<file path="src/rtl/ddy_islem_if.sv">
// ddy_islem_if: instruction, DDY oku/yaz, exception and writeback
// signals of the execute-stage CSR initiator.
interface ddy_islem_if #(
  parameter int PS_BIT    = 32,
  parameter int ODD_BIT   = 5,
  parameter int ADRES_BIT = 32
);
  logic                 buyruk_gecerli_g;
  logic                 buyruk_hazir_c;
  logic [2:0]           islem_g;
  logic [11:0]          ddy_adres_g;
  logic [31:0]          rs1_veri_g;
  logic [4:0]           uimm_g;
  logic                 rs1_sifir_g;
  logic                 rd_sifir_g;
  logic [PS_BIT-1:0]    ps_g;

  logic                 oku_gecerli_c;
  logic [11:0]          oku_adres_c;
  logic [31:0]          oku_veri_g;
  logic                 yaz_gecerli_c;
  logic [11:0]          yaz_adres_c;
  logic [31:0]          yaz_veri_c;

  logic                 yoy_odd_c;
  logic [ODD_BIT-1:0]   odd_kod_c;
  logic [PS_BIT-1:0]    odd_ps_c;
  logic [ADRES_BIT-1:0] odd_adres_c;

  logic                 sonuc_gecerli_c;
  logic [31:0]          sonuc_veri_c;
  logic                 sonuc_hazir_g;

  modport master (
    input  buyruk_gecerli_g,
    output buyruk_hazir_c,
    input  islem_g,
    input  ddy_adres_g,
    input  rs1_veri_g,
    input  uimm_g,
    input  rs1_sifir_g,
    input  rd_sifir_g,
    input  ps_g,
    output oku_gecerli_c,
    output oku_adres_c,
    input  oku_veri_g,
    output yaz_gecerli_c,
    output yaz_adres_c,
    output yaz_veri_c,
    output yoy_odd_c,
    output odd_kod_c,
    output odd_ps_c,
    output odd_adres_c,
    output sonuc_gecerli_c,
    output sonuc_veri_c,
    input  sonuc_hazir_g
  );

  modport slave (
    output buyruk_gecerli_g,
    input  buyruk_hazir_c,
    output islem_g,
    output ddy_adres_g,
    output rs1_veri_g,
    output uimm_g,
    output rs1_sifir_g,
    output rd_sifir_g,
    output ps_g,
    input  oku_gecerli_c,
    input  oku_adres_c,
    output oku_veri_g,
    input  yaz_gecerli_c,
    input  yaz_adres_c,
    input  yaz_veri_c,
    input  yoy_odd_c,
    input  odd_kod_c,
    input  odd_ps_c,
    input  odd_adres_c,
    input  sonuc_gecerli_c,
    input  sonuc_veri_c,
    output sonuc_hazir_g
  );
endinterface

</file>
<file path="src/rtl/ddy_islem_birimi.sv">
// ddy_islem_birimi: execute-stage CSR read-modify-write initiator.
// Old CSR value goes to writeback; MRET and illegal access raise yoy_odd.
module ddy_islem_birimi #(
  parameter int PS_BIT    = 32,
  parameter int ODD_BIT   = 5,
  parameter int ADRES_BIT = 32,
  parameter logic [ODD_BIT-1:0] KOD_YB   = ODD_BIT'(2),
  parameter logic [ODD_BIT-1:0] KOD_MRET = ODD_BIT'(16)
) (
  input logic         clk_g,
  input logic         rst_g,
  ddy_islem_if.master bus
);
  localparam logic [11:0] DDY_MSTATUS  = 12'h300;
  localparam logic [11:0] DDY_MIE      = 12'h304;
  localparam logic [11:0] DDY_MTVEC    = 12'h305;
  localparam logic [11:0] DDY_MSCRATCH = 12'h340;
  localparam logic [11:0] DDY_MEPC     = 12'h341;
  localparam logic [11:0] DDY_MCAUSE   = 12'h342;
  localparam logic [11:0] DDY_MTVAL    = 12'h343;
  localparam logic [11:0] DDY_MIP      = 12'h344;
  localparam logic [11:0] DDY_MCYCLE   = 12'hC00;
  localparam logic [11:0] DDY_MTIME    = 12'hC01;

  typedef enum logic [2:0] {
    BOSTA, OKU, YAZ, SONUC, ODD
  } durum_t;

  durum_t durum;

  logic [1:0]           tur_r;
  logic [31:0]          op_r;
  logic [11:0]          adres_r;
  logic                 yazma_r;
  logic [31:0]          eski_r;

  logic                 oku_r;
  logic                 yaz_r;
  logic [31:0]          yaz_veri_r;
  logic                 odd_r;
  logic [ODD_BIT-1:0]   kod_r;
  logic [PS_BIT-1:0]    ps_r;
  logic [ADRES_BIT-1:0] odd_adres_r;
  logic                 sonuc_r;
  logic [31:0]          sonuc_veri_r;

  logic [1:0]  tur;
  logic [31:0] op;
  logic        mret;
  logic        adres_ok;
  logic        salt_oku;
  logic        yazma;
  logic        okuma;
  logic        yasak;

  // tur: 00 MRET/reserved, 01 RW, 10 RS, 11 RC
  always_comb begin
    tur      = bus.islem_g[1:0];
    mret     = (bus.islem_g == 3'b000);
    op       = bus.islem_g[2] ? {27'b0, bus.uimm_g}
                              : bus.rs1_veri_g;
    adres_ok = bus.ddy_adres_g inside {
                 DDY_MSCRATCH, DDY_MEPC, DDY_MTVEC,
                 DDY_MCAUSE, DDY_MTVAL, DDY_MSTATUS,
                 DDY_MIP, DDY_MIE, DDY_MCYCLE,
                 DDY_MTIME};
    salt_oku = (bus.ddy_adres_g[11:10] == 2'b11);
    yazma    = (tur == 2'b01) ||
               ((tur != 2'b00) && !bus.rs1_sifir_g);
    okuma    = !((tur == 2'b01) && bus.rd_sifir_g);
    yasak    = !adres_ok || (tur == 2'b00) ||
               (yazma && salt_oku);
  end

  logic [31:0] eski_v;
  logic [31:0] yeni_v;

  // read data is only trusted in a cycle we actually strobed oku
  always_comb begin
    eski_v = oku_r ? bus.oku_veri_g : 32'b0;
    yeni_v = eski_v;
    unique case (1'b1)
      (tur_r == 2'b01): yeni_v = op_r;
      (tur_r == 2'b10): yeni_v = eski_v | op_r;
      (tur_r == 2'b11): yeni_v = eski_v & ~op_r;
      default:          yeni_v = eski_v;
    endcase
  end

  always_ff @(posedge clk_g or negedge rst_g) begin
    if (!rst_g) begin
      durum        <= BOSTA;
      tur_r        <= '0;
      op_r         <= '0;
      adres_r      <= '0;
      yazma_r      <= 1'b0;
      eski_r       <= '0;
      oku_r        <= 1'b0;
      yaz_r        <= 1'b0;
      yaz_veri_r   <= '0;
      odd_r        <= 1'b0;
      kod_r        <= '0;
      ps_r         <= '0;
      odd_adres_r  <= '0;
      sonuc_r      <= 1'b0;
      sonuc_veri_r <= '0;
    end else begin
      oku_r <= 1'b0;
      yaz_r <= 1'b0;
      odd_r <= 1'b0;
      unique case (durum)
        BOSTA: begin
          if (bus.buyruk_gecerli_g) begin
            tur_r   <= tur;
            op_r    <= op;
            adres_r <= bus.ddy_adres_g;
            yazma_r <= yazma;
            if (mret || yasak) begin
              durum       <= ODD;
              odd_r       <= 1'b1;
              kod_r       <= mret ? KOD_MRET : KOD_YB;
              ps_r        <= bus.ps_g;
              odd_adres_r <= mret ? '0
                           : ADRES_BIT'(bus.ddy_adres_g);
            end else begin
              durum <= OKU;
              oku_r <= okuma;
            end
          end
        end
        OKU: begin
          eski_r <= eski_v;
          if (yazma_r) begin
            durum      <= YAZ;
            yaz_r      <= 1'b1;
            yaz_veri_r <= yeni_v;
          end else begin
            durum        <= SONUC;
            sonuc_r      <= 1'b1;
            sonuc_veri_r <= eski_v;
          end
        end
        YAZ: begin
          durum        <= SONUC;
          sonuc_r      <= 1'b1;
          sonuc_veri_r <= eski_r;
        end
        SONUC: begin
          if (bus.sonuc_hazir_g) begin
            durum   <= BOSTA;
            sonuc_r <= 1'b0;
          end
        end
        ODD: begin
          durum <= BOSTA;
        end
        default: begin
          durum <= BOSTA;
        end
      endcase
    end
  end

  assign bus.buyruk_hazir_c  = (durum == BOSTA);
  assign bus.oku_gecerli_c   = oku_r;
  assign bus.oku_adres_c     = adres_r;
  assign bus.yaz_gecerli_c   = yaz_r;
  assign bus.yaz_adres_c     = adres_r;
  assign bus.yaz_veri_c      = yaz_veri_r;
  assign bus.yoy_odd_c       = odd_r;
  assign bus.odd_kod_c       = kod_r;
  assign bus.odd_ps_c        = ps_r;
  assign bus.odd_adres_c     = odd_adres_r;
  assign bus.sonuc_gecerli_c = sonuc_r;
  assign bus.sonuc_veri_c    = sonuc_veri_r;
endmodule

</file>
<file path="src/flat_wrapper.sv">
// flat-port wrapper written by rule: the top's interface ports become plain ports
module ddy_islem_birimi_flat 
#(
  parameter int PS_BIT    = 32,
  parameter int ODD_BIT   = 5,
  parameter int ADRES_BIT = 32,
  parameter logic [ODD_BIT-1:0] KOD_YB   = ODD_BIT'(2),
  parameter logic [ODD_BIT-1:0] KOD_MRET = ODD_BIT'(16)
)
  (clk_g, rst_g, bus_buyruk_gecerli_g, bus_buyruk_hazir_c, bus_islem_g, bus_ddy_adres_g, bus_rs1_veri_g, bus_uimm_g, bus_rs1_sifir_g, bus_rd_sifir_g, bus_ps_g, bus_oku_gecerli_c, bus_oku_adres_c, bus_oku_veri_g, bus_yaz_gecerli_c, bus_yaz_adres_c, bus_yaz_veri_c, bus_yoy_odd_c, bus_odd_kod_c, bus_odd_ps_c, bus_odd_adres_c, bus_sonuc_gecerli_c, bus_sonuc_veri_c, bus_sonuc_hazir_g);
  ddy_islem_if #(.PS_BIT(PS_BIT), .ODD_BIT(ODD_BIT), .ADRES_BIT(ADRES_BIT)) bus_i ();
  input logic clk_g;
  input logic rst_g;
  input wire logic [$bits(bus_i.buyruk_gecerli_g)-1:0] bus_buyruk_gecerli_g;
  output wire logic [$bits(bus_i.buyruk_hazir_c)-1:0] bus_buyruk_hazir_c;
  input wire logic [$bits(bus_i.islem_g)-1:0] bus_islem_g;
  input wire logic [$bits(bus_i.ddy_adres_g)-1:0] bus_ddy_adres_g;
  input wire logic [$bits(bus_i.rs1_veri_g)-1:0] bus_rs1_veri_g;
  input wire logic [$bits(bus_i.uimm_g)-1:0] bus_uimm_g;
  input wire logic [$bits(bus_i.rs1_sifir_g)-1:0] bus_rs1_sifir_g;
  input wire logic [$bits(bus_i.rd_sifir_g)-1:0] bus_rd_sifir_g;
  input wire logic [$bits(bus_i.ps_g)-1:0] bus_ps_g;
  output wire logic [$bits(bus_i.oku_gecerli_c)-1:0] bus_oku_gecerli_c;
  output wire logic [$bits(bus_i.oku_adres_c)-1:0] bus_oku_adres_c;
  input wire logic [$bits(bus_i.oku_veri_g)-1:0] bus_oku_veri_g;
  output wire logic [$bits(bus_i.yaz_gecerli_c)-1:0] bus_yaz_gecerli_c;
  output wire logic [$bits(bus_i.yaz_adres_c)-1:0] bus_yaz_adres_c;
  output wire logic [$bits(bus_i.yaz_veri_c)-1:0] bus_yaz_veri_c;
  output wire logic [$bits(bus_i.yoy_odd_c)-1:0] bus_yoy_odd_c;
  output wire logic [$bits(bus_i.odd_kod_c)-1:0] bus_odd_kod_c;
  output wire logic [$bits(bus_i.odd_ps_c)-1:0] bus_odd_ps_c;
  output wire logic [$bits(bus_i.odd_adres_c)-1:0] bus_odd_adres_c;
  output wire logic [$bits(bus_i.sonuc_gecerli_c)-1:0] bus_sonuc_gecerli_c;
  output wire logic [$bits(bus_i.sonuc_veri_c)-1:0] bus_sonuc_veri_c;
  input wire logic [$bits(bus_i.sonuc_hazir_g)-1:0] bus_sonuc_hazir_g;
  assign bus_i.buyruk_gecerli_g = bus_buyruk_gecerli_g;
  assign bus_buyruk_hazir_c = bus_i.buyruk_hazir_c;
  assign bus_i.islem_g = bus_islem_g;
  assign bus_i.ddy_adres_g = bus_ddy_adres_g;
  assign bus_i.rs1_veri_g = bus_rs1_veri_g;
  assign bus_i.uimm_g = bus_uimm_g;
  assign bus_i.rs1_sifir_g = bus_rs1_sifir_g;
  assign bus_i.rd_sifir_g = bus_rd_sifir_g;
  assign bus_i.ps_g = bus_ps_g;
  assign bus_oku_gecerli_c = bus_i.oku_gecerli_c;
  assign bus_oku_adres_c = bus_i.oku_adres_c;
  assign bus_i.oku_veri_g = bus_oku_veri_g;
  assign bus_yaz_gecerli_c = bus_i.yaz_gecerli_c;
  assign bus_yaz_adres_c = bus_i.yaz_adres_c;
  assign bus_yaz_veri_c = bus_i.yaz_veri_c;
  assign bus_yoy_odd_c = bus_i.yoy_odd_c;
  assign bus_odd_kod_c = bus_i.odd_kod_c;
  assign bus_odd_ps_c = bus_i.odd_ps_c;
  assign bus_odd_adres_c = bus_i.odd_adres_c;
  assign bus_sonuc_gecerli_c = bus_i.sonuc_gecerli_c;
  assign bus_sonuc_veri_c = bus_i.sonuc_veri_c;
  assign bus_i.sonuc_hazir_g = bus_sonuc_hazir_g;
  ddy_islem_birimi #(.PS_BIT(PS_BIT), .ODD_BIT(ODD_BIT), .ADRES_BIT(ADRES_BIT), .KOD_YB(KOD_YB), .KOD_MRET(KOD_MRET)) u_core (.clk_g(clk_g), .rst_g(rst_g), .bus(bus_i));
endmodule
</file>
<file path="config.mk">
export PLATFORM = sky130hd
export DESIGN_NAME = ddy_islem_birimi_flat
export DESIGN_NICKNAME = d
export VERILOG_FILES = /design/src/rtl/ddy_islem_if.sv /design/src/rtl/ddy_islem_birimi.sv /design/src/flat_wrapper.sv
export SDC_FILE = /design/constraint.sdc
export NUM_CORES = 1
export LEC_CHECK = 0
export CAP_MARGIN = 20
export CORE_MARGIN = 8
export CORE_UTILIZATION = 35
export DETAILED_ROUTE_END_ITERATION = 16
export PLACE_DENSITY = 0.62
export SLEW_MARGIN = 40
export SYNTH_ARGS = -nofsm -noshare
export SYNTH_HDL_FRONTEND = slang
export SYNTH_SLANG_ARGS = --single-unit
</file>
<file path="constraint.sdc">
create_clock -name clk_g -period 6.1 [get_ports clk_g]
set_clock_uncertainty 0.05 [all_clocks]
set_input_delay 0.915 -clock clk_g [delete_from_list [all_inputs] [get_ports clk_g]]
set_output_delay 0.915 -clock clk_g [all_outputs]
set_load 0.005 [all_outputs]
</file>
# Yosys cells after proc, flatten, opt, wreduce, memory -nomap -nowiden
# Cells that the tools add are included.
[word_totals]
word_cells = 85
out_inout_bits = 162
reg_bits = 219
inputBits = 122
[op_classes]
eq_ne = 21
muxes = 23
reduce_logical = 23
bitwise_logic = 3
[op_table]
columns = ["cell", "count"]
rows = [
  ["$eq A12 B10 Y1 const B", 8],
  ["$mux W32", 3],
  ["$pmux W32 S3", 1],
  ["$pmux W32 S2", 1],
  ["$and A32 B32 Y32", 1],
  ["$not A32 Y32", 1],
  ["$or A32 B32 Y32", 1],
  ["$eq A12 B12 Y1 const B", 2],
  ["$mux W12", 1],
  ["$pmux W3 S4", 1],
  ["$mux W1", 11],
  ["$reduce_bool A10 Y1", 1],
  ["$mux W3", 3],
  ["$reduce_and A2 Y1", 4],
  ["$eq A2 B2 Y1 const B", 3],
  ["$eq A3 B2 Y1 const B", 2],
  ["$logic_not A3 Y1", 2],
  ["$ne A2 B2 Y1 const B", 3],
  ["$reduce_and A3 Y1", 2],
  ["$mux W5", 1],
  ["$eq A2 B1 Y1 const B", 2],
  ["$logic_or A1 B1 Y1", 4],
  ["$reduce_bool A2 Y1", 2],
  ["$eq A3 B1 Y1 const B", 1],
  ["other kinds (5)", 9],
]

# Depth between registers and ports, before layout
[depth]
word_depth = 9
depth_mapped = 9
ltp_nobuf = 6

# Worst setup path before layout
# OpenSTA, ideal clock, no wires.
[synth_timing]
path_type = "input -> register"
start = "input bus_ddy_adres_g[1]"
end = "register u_core.ps_r[10], in the netlist u_core.bus.odd_ps_c[10]"
setup_ps = 125
path_stages = 7
setup_slack_ps = 3474
t_arrival_ps = 2451
t_required_ps = 5925
n_path_buf = 1
cell_sequence = "or4_1 > o31a_1 > o21a_2 > nor2_8 > inv_4 > buf_6 > mux2_4"
[synth_via]
elab_chain_cells = 7
word_cells_on_any_way = 16
cone_classes = "eq/ne: 10; reduce/logical: 6"
[synth_rtl]
columns = ["item", "line", "source"]
rows = [
  ["start, declared", "flat_wrapper.sv:17", "input wire logic [$bits(bus_i.ddy_adres_g)-1:0] bus_ddy_adres_g;"],
  ["$eq A12 B10 Y1 / $eq A12 B12 Y1 (equally long branches)", "ddy_islem_birimi.sv:62", "adres_ok = bus.ddy_adres_g inside {"],
  ["$reduce_bool A10 Y1 (*)", "ddy_islem_birimi.sv:62", ""],
  ["$logic_not A1 Y1 (*)", "ddy_islem_birimi.sv:71", "yasak = !adres_ok || (tur == 2'b00) ||"],
  ["$logic_or A1 B1 Y1 (*) (2 in series)", "ddy_islem_birimi.sv:71", ""],
  ["$logic_or A1 B1 Y1 (*)", "ddy_islem_birimi.sv:118", "if (mret || yasak) begin"],
  ["$reduce_and A3 Y1 (no source line) (*)", "-", ""],
  ["end signal, assigned", "ddy_islem_birimi.sv:122", "ps_r <= bus.ps_g;"],
  ["end, declared", "ddy_islem_birimi.sv:42", "logic [PS_BIT-1:0] ps_r;"],
]
# Mark *: on every way between the ends. The rest lies on a longest branch, timed or not.
# A chain may end at the register's enable or synchronous reset.

# Final worst setup path
[layout_timing]
start = "input bus_buyruk_gecerli_g"
end = "register u_core.ps_r[1], in the netlist u_core.bus.odd_ps_c[1]"
[layout_via]
elab_chain_cells = 1
[layout_rtl]
columns = ["item", "line", "source"]
rows = [
  ["start, declared", "flat_wrapper.sv:14", "input wire logic [$bits(bus_i.buyruk_gecerli_g)-1:0] bus_buyruk_gecerli_g;"],
  ["$reduce_and A3 Y1 (no source line)", "-", ""],
]
# No other way between the ends.

==> summary.txt <==
Status: finished, final reports clean
Final Cell Area: 12180 µm²
Commonest cells after routing, fill and taps aside: 259 x clkdlybuf4s50_1, 195 x dfrtp_1, 173 x nand2_1
Worst path required time: 6.36 ns
Largest net degree at the start of global routing: 86
Fin. max-slew vios: 0
GPL Wtd Cong: 0.8106
CTS tree: yes
Synthesized area per cell: 10.09 µm²
Yosys Warn Count: 0
Core area: 25040 µm²
Setup Total Neg Slack: 0 ns
Die area: 30770 µm²
Post-route insts no fill: 1440
CTS hold repair buffers: 0
FF+latch count, synth: 196
Maximum clock frequency: 332.2 MHz
Vias per cell: 4.737
Vias in the first global route: 7036
Final ANT Viol Nets: 0
Max-Cap Viols: 0
Sw Share: 29.89%
Resized cells post-CTS: 0
Clock Latency Late Sink: 0.42 ns
Final-report hold violation count: 0
Sequential Power Share: 44.4%
Hold Crit Class: primary input to async pin
Placed cell areas: 11560 µm²
Clock buffer count from CTS: 17
Share of post-route cells with drive strength above 1: 7.762%
Ys flop type: dfrtp_1
H-Tree Depth: 4
Postcts setup bufs: 0
Clock transition at path regs: 0.08 ns
Most common cell after layout, fill and taps aside: clkdlybuf4s50_1
Initial antenna violation count: 2
Final cycle utilization of the critical path: 49.35%
Post-Route WL: 25240 µm
Clk pwr share: 26.5%
Ports: 284
Logic pwr share: 29.0%
DR WL/cell: 17.53 µm
CP Max Fanout: 34
# rows: 58
Post-synth EDFFs: 0
Sw Pwr: 1.231 mW
Layout overhead on the synthesized area: 36.94%
Residual DRC: 0
Initial DRC Count: 426
Synthesized area: 8894 µm²
Initial Util: 35.52%
Fin nets: 1217
Sequential cell area fraction in the yosys report: 55.15%
Async SR Flop Fraction: 100.0%
RSZ-0062 raised after global routing: false
Die X: 175.4 µm
Drt pass-1 iters: 5
Post-layout min period: 3.010 ns
Synth unique cells: 44
Congestion Overflow GR: 0
Maximum VDD drop: 0.1484 mV
Dpl cells: 1403
Setup violators final: 0
Die Span Y: 175.4 µm
Cell area power density: 338.2 nW/µm²
Vias: 6821
Dpl hpwl: 18100 µm
Post-Syn Instances: 881
P_int: 2.887 mW
Bufs on Longest Clock Path: 2
Root Driver: clkbuf_16
Slew headroom: 51.84%
Port Buffers: 260
Pin slew with the least headroom to its limit: 0.7224 ns
Worst setup EP type: flop
Setup WS post-layout: 3.090 ns
CP Class: primary input to flop
Clock Sinks: 196
Leak pwr: 5.057 nW
First-pass GRT wire length: 40350 µm
Worst Setup Start Kind: primary input
Worst path arrival time: 3.27 ns
All-Layer GR Usage: 16.40%
Dpl ws: 2.351 ns
per-stage QoR:
stage	util, %	hold WS (ns)	power (mW)
CTS	48.44	0.4315	4.183
global route	48.65	0.4411	4.367
finish	48.65	0.4183	4.118
detailed placement	46.16	0.4153	3.071
floorplan	-	0.4002	2.365
global placement	46.13	0.4095	3.050
flip-flops by register name, indices dropped and copies added, names as in the netlist, 2 cells and up:
signal,flops
u_core.durum,3
u_core.eski_r,32
u_core.bus.odd_kod_c,2
u_core.bus.yaz_veri_c,32
u_core.bus.odd_ps_c,32
u_core.bus.sonuc_veri_c,32
u_core.op_r,32
u_core.bus.odd_adres_c,12
u_core.bus.oku_adres_c,12
u_core.tur_r,2
worst max-delay path, cell delays in order:
cell and delay, ns:
clkdlybuf4s50_1 0.47, or4b_4 0.65, nor2_2 0.28, nor2_8 0.11
inv_4 0.42, mux2_1 0.37
cell families (layout without fill, tap and decap cells):
logic type / Yosys count / in the layout / synth area share, %
and+or+nand+nor: 292 / 292 / 14.01
buffers and inverters: 102 / 307 / 6.162
muxes: 38 / 38 / 5.909
other: 1 / 25 / 0.04217
DFF: 196 / 196 / 55.15
xor gates and xnor gates: 32 / 32 / 3.151
AOI/OAI and AO/OA: 220 / 220 / 15.57
power by group through the flow:
stage | logic, mW | clock network (mW) | registers [mW]
2_1_floorplan | 0.566 | 0 | 1.80
4_1_cts | 1.22 | 1.13 | 1.84
3_5_place_dp | 1.22 | 0 | 1.86
6_report | 1.20 | 1.09 | 1.83
5_1_grt | 1.32 | 1.17 | 1.88
3_3_place_gp | 1.20 | 0 | 1.85
final timing paths:
| check | startpoint | to | slack, ns | depth (start not counted) |
|---|---|---|---|---|
| min in group clk_g | u_core.bus.yaz_veri_c[19] | u_core.bus.yaz_veri_c[19] | 0.43 | 1 |
| max in group asynchronous | rst_g | u_core.bus.yaz_veri_c[19] | 4.49 | 2 |
| setup reg to reg | u_core.durum[2] | u_core.bus.odd_ps_c[1] | 3.40 | 5 |
| hold / removal | rst_g | u_core.bus.oku_adres_c[4] | 0.42 | 1 |
| hold reg to reg | u_core.bus.yaz_veri_c[19] | u_core.bus.yaz_veri_c[19] | 0.43 | 1 |
| setup / recovery | bus_buyruk_gecerli_g | u_core.bus.odd_ps_c[1] | 3.09 | 6 |
synth_stat cells (13+ instances only):
master,instances,share of area (%)
a21o_1,32,2.7
a21oi_1,65,3.7
a221oi_1,32,3.2
a22o_1,13,1.3
buf_4,35,3.0
clkbuf_1,48,2.0
dfrtp_1,196,55
mux2_4,28,4.7
nand2_1,174,7.3
nand2b_1,31,2.2
nor2_1,71,3.0
o21ai_0,35,2.0
o21ai_1,34,1.9
xnor2_1,32,3.2
metal layers:
metal | track usage, % | wire length [µm]
met1 | 21.86 | 11470
met2 | 25.11 | 11570
met3 | 5.111 | 1883
met4 | 5.087 | 312
met5 | 0 | 0
final cells by class:
cell class,count,area [µm²]
sequential,196,4908
antenna,2,5.005
clock buffer,18,429.2
clock inverter,14,140.1
multi-input combinational,605,3548
fill,2347,12860
tap,330,412.9
inverter,4,17.52
timing repair buffer,271,2718
Power figures use the tool's default switching activity.
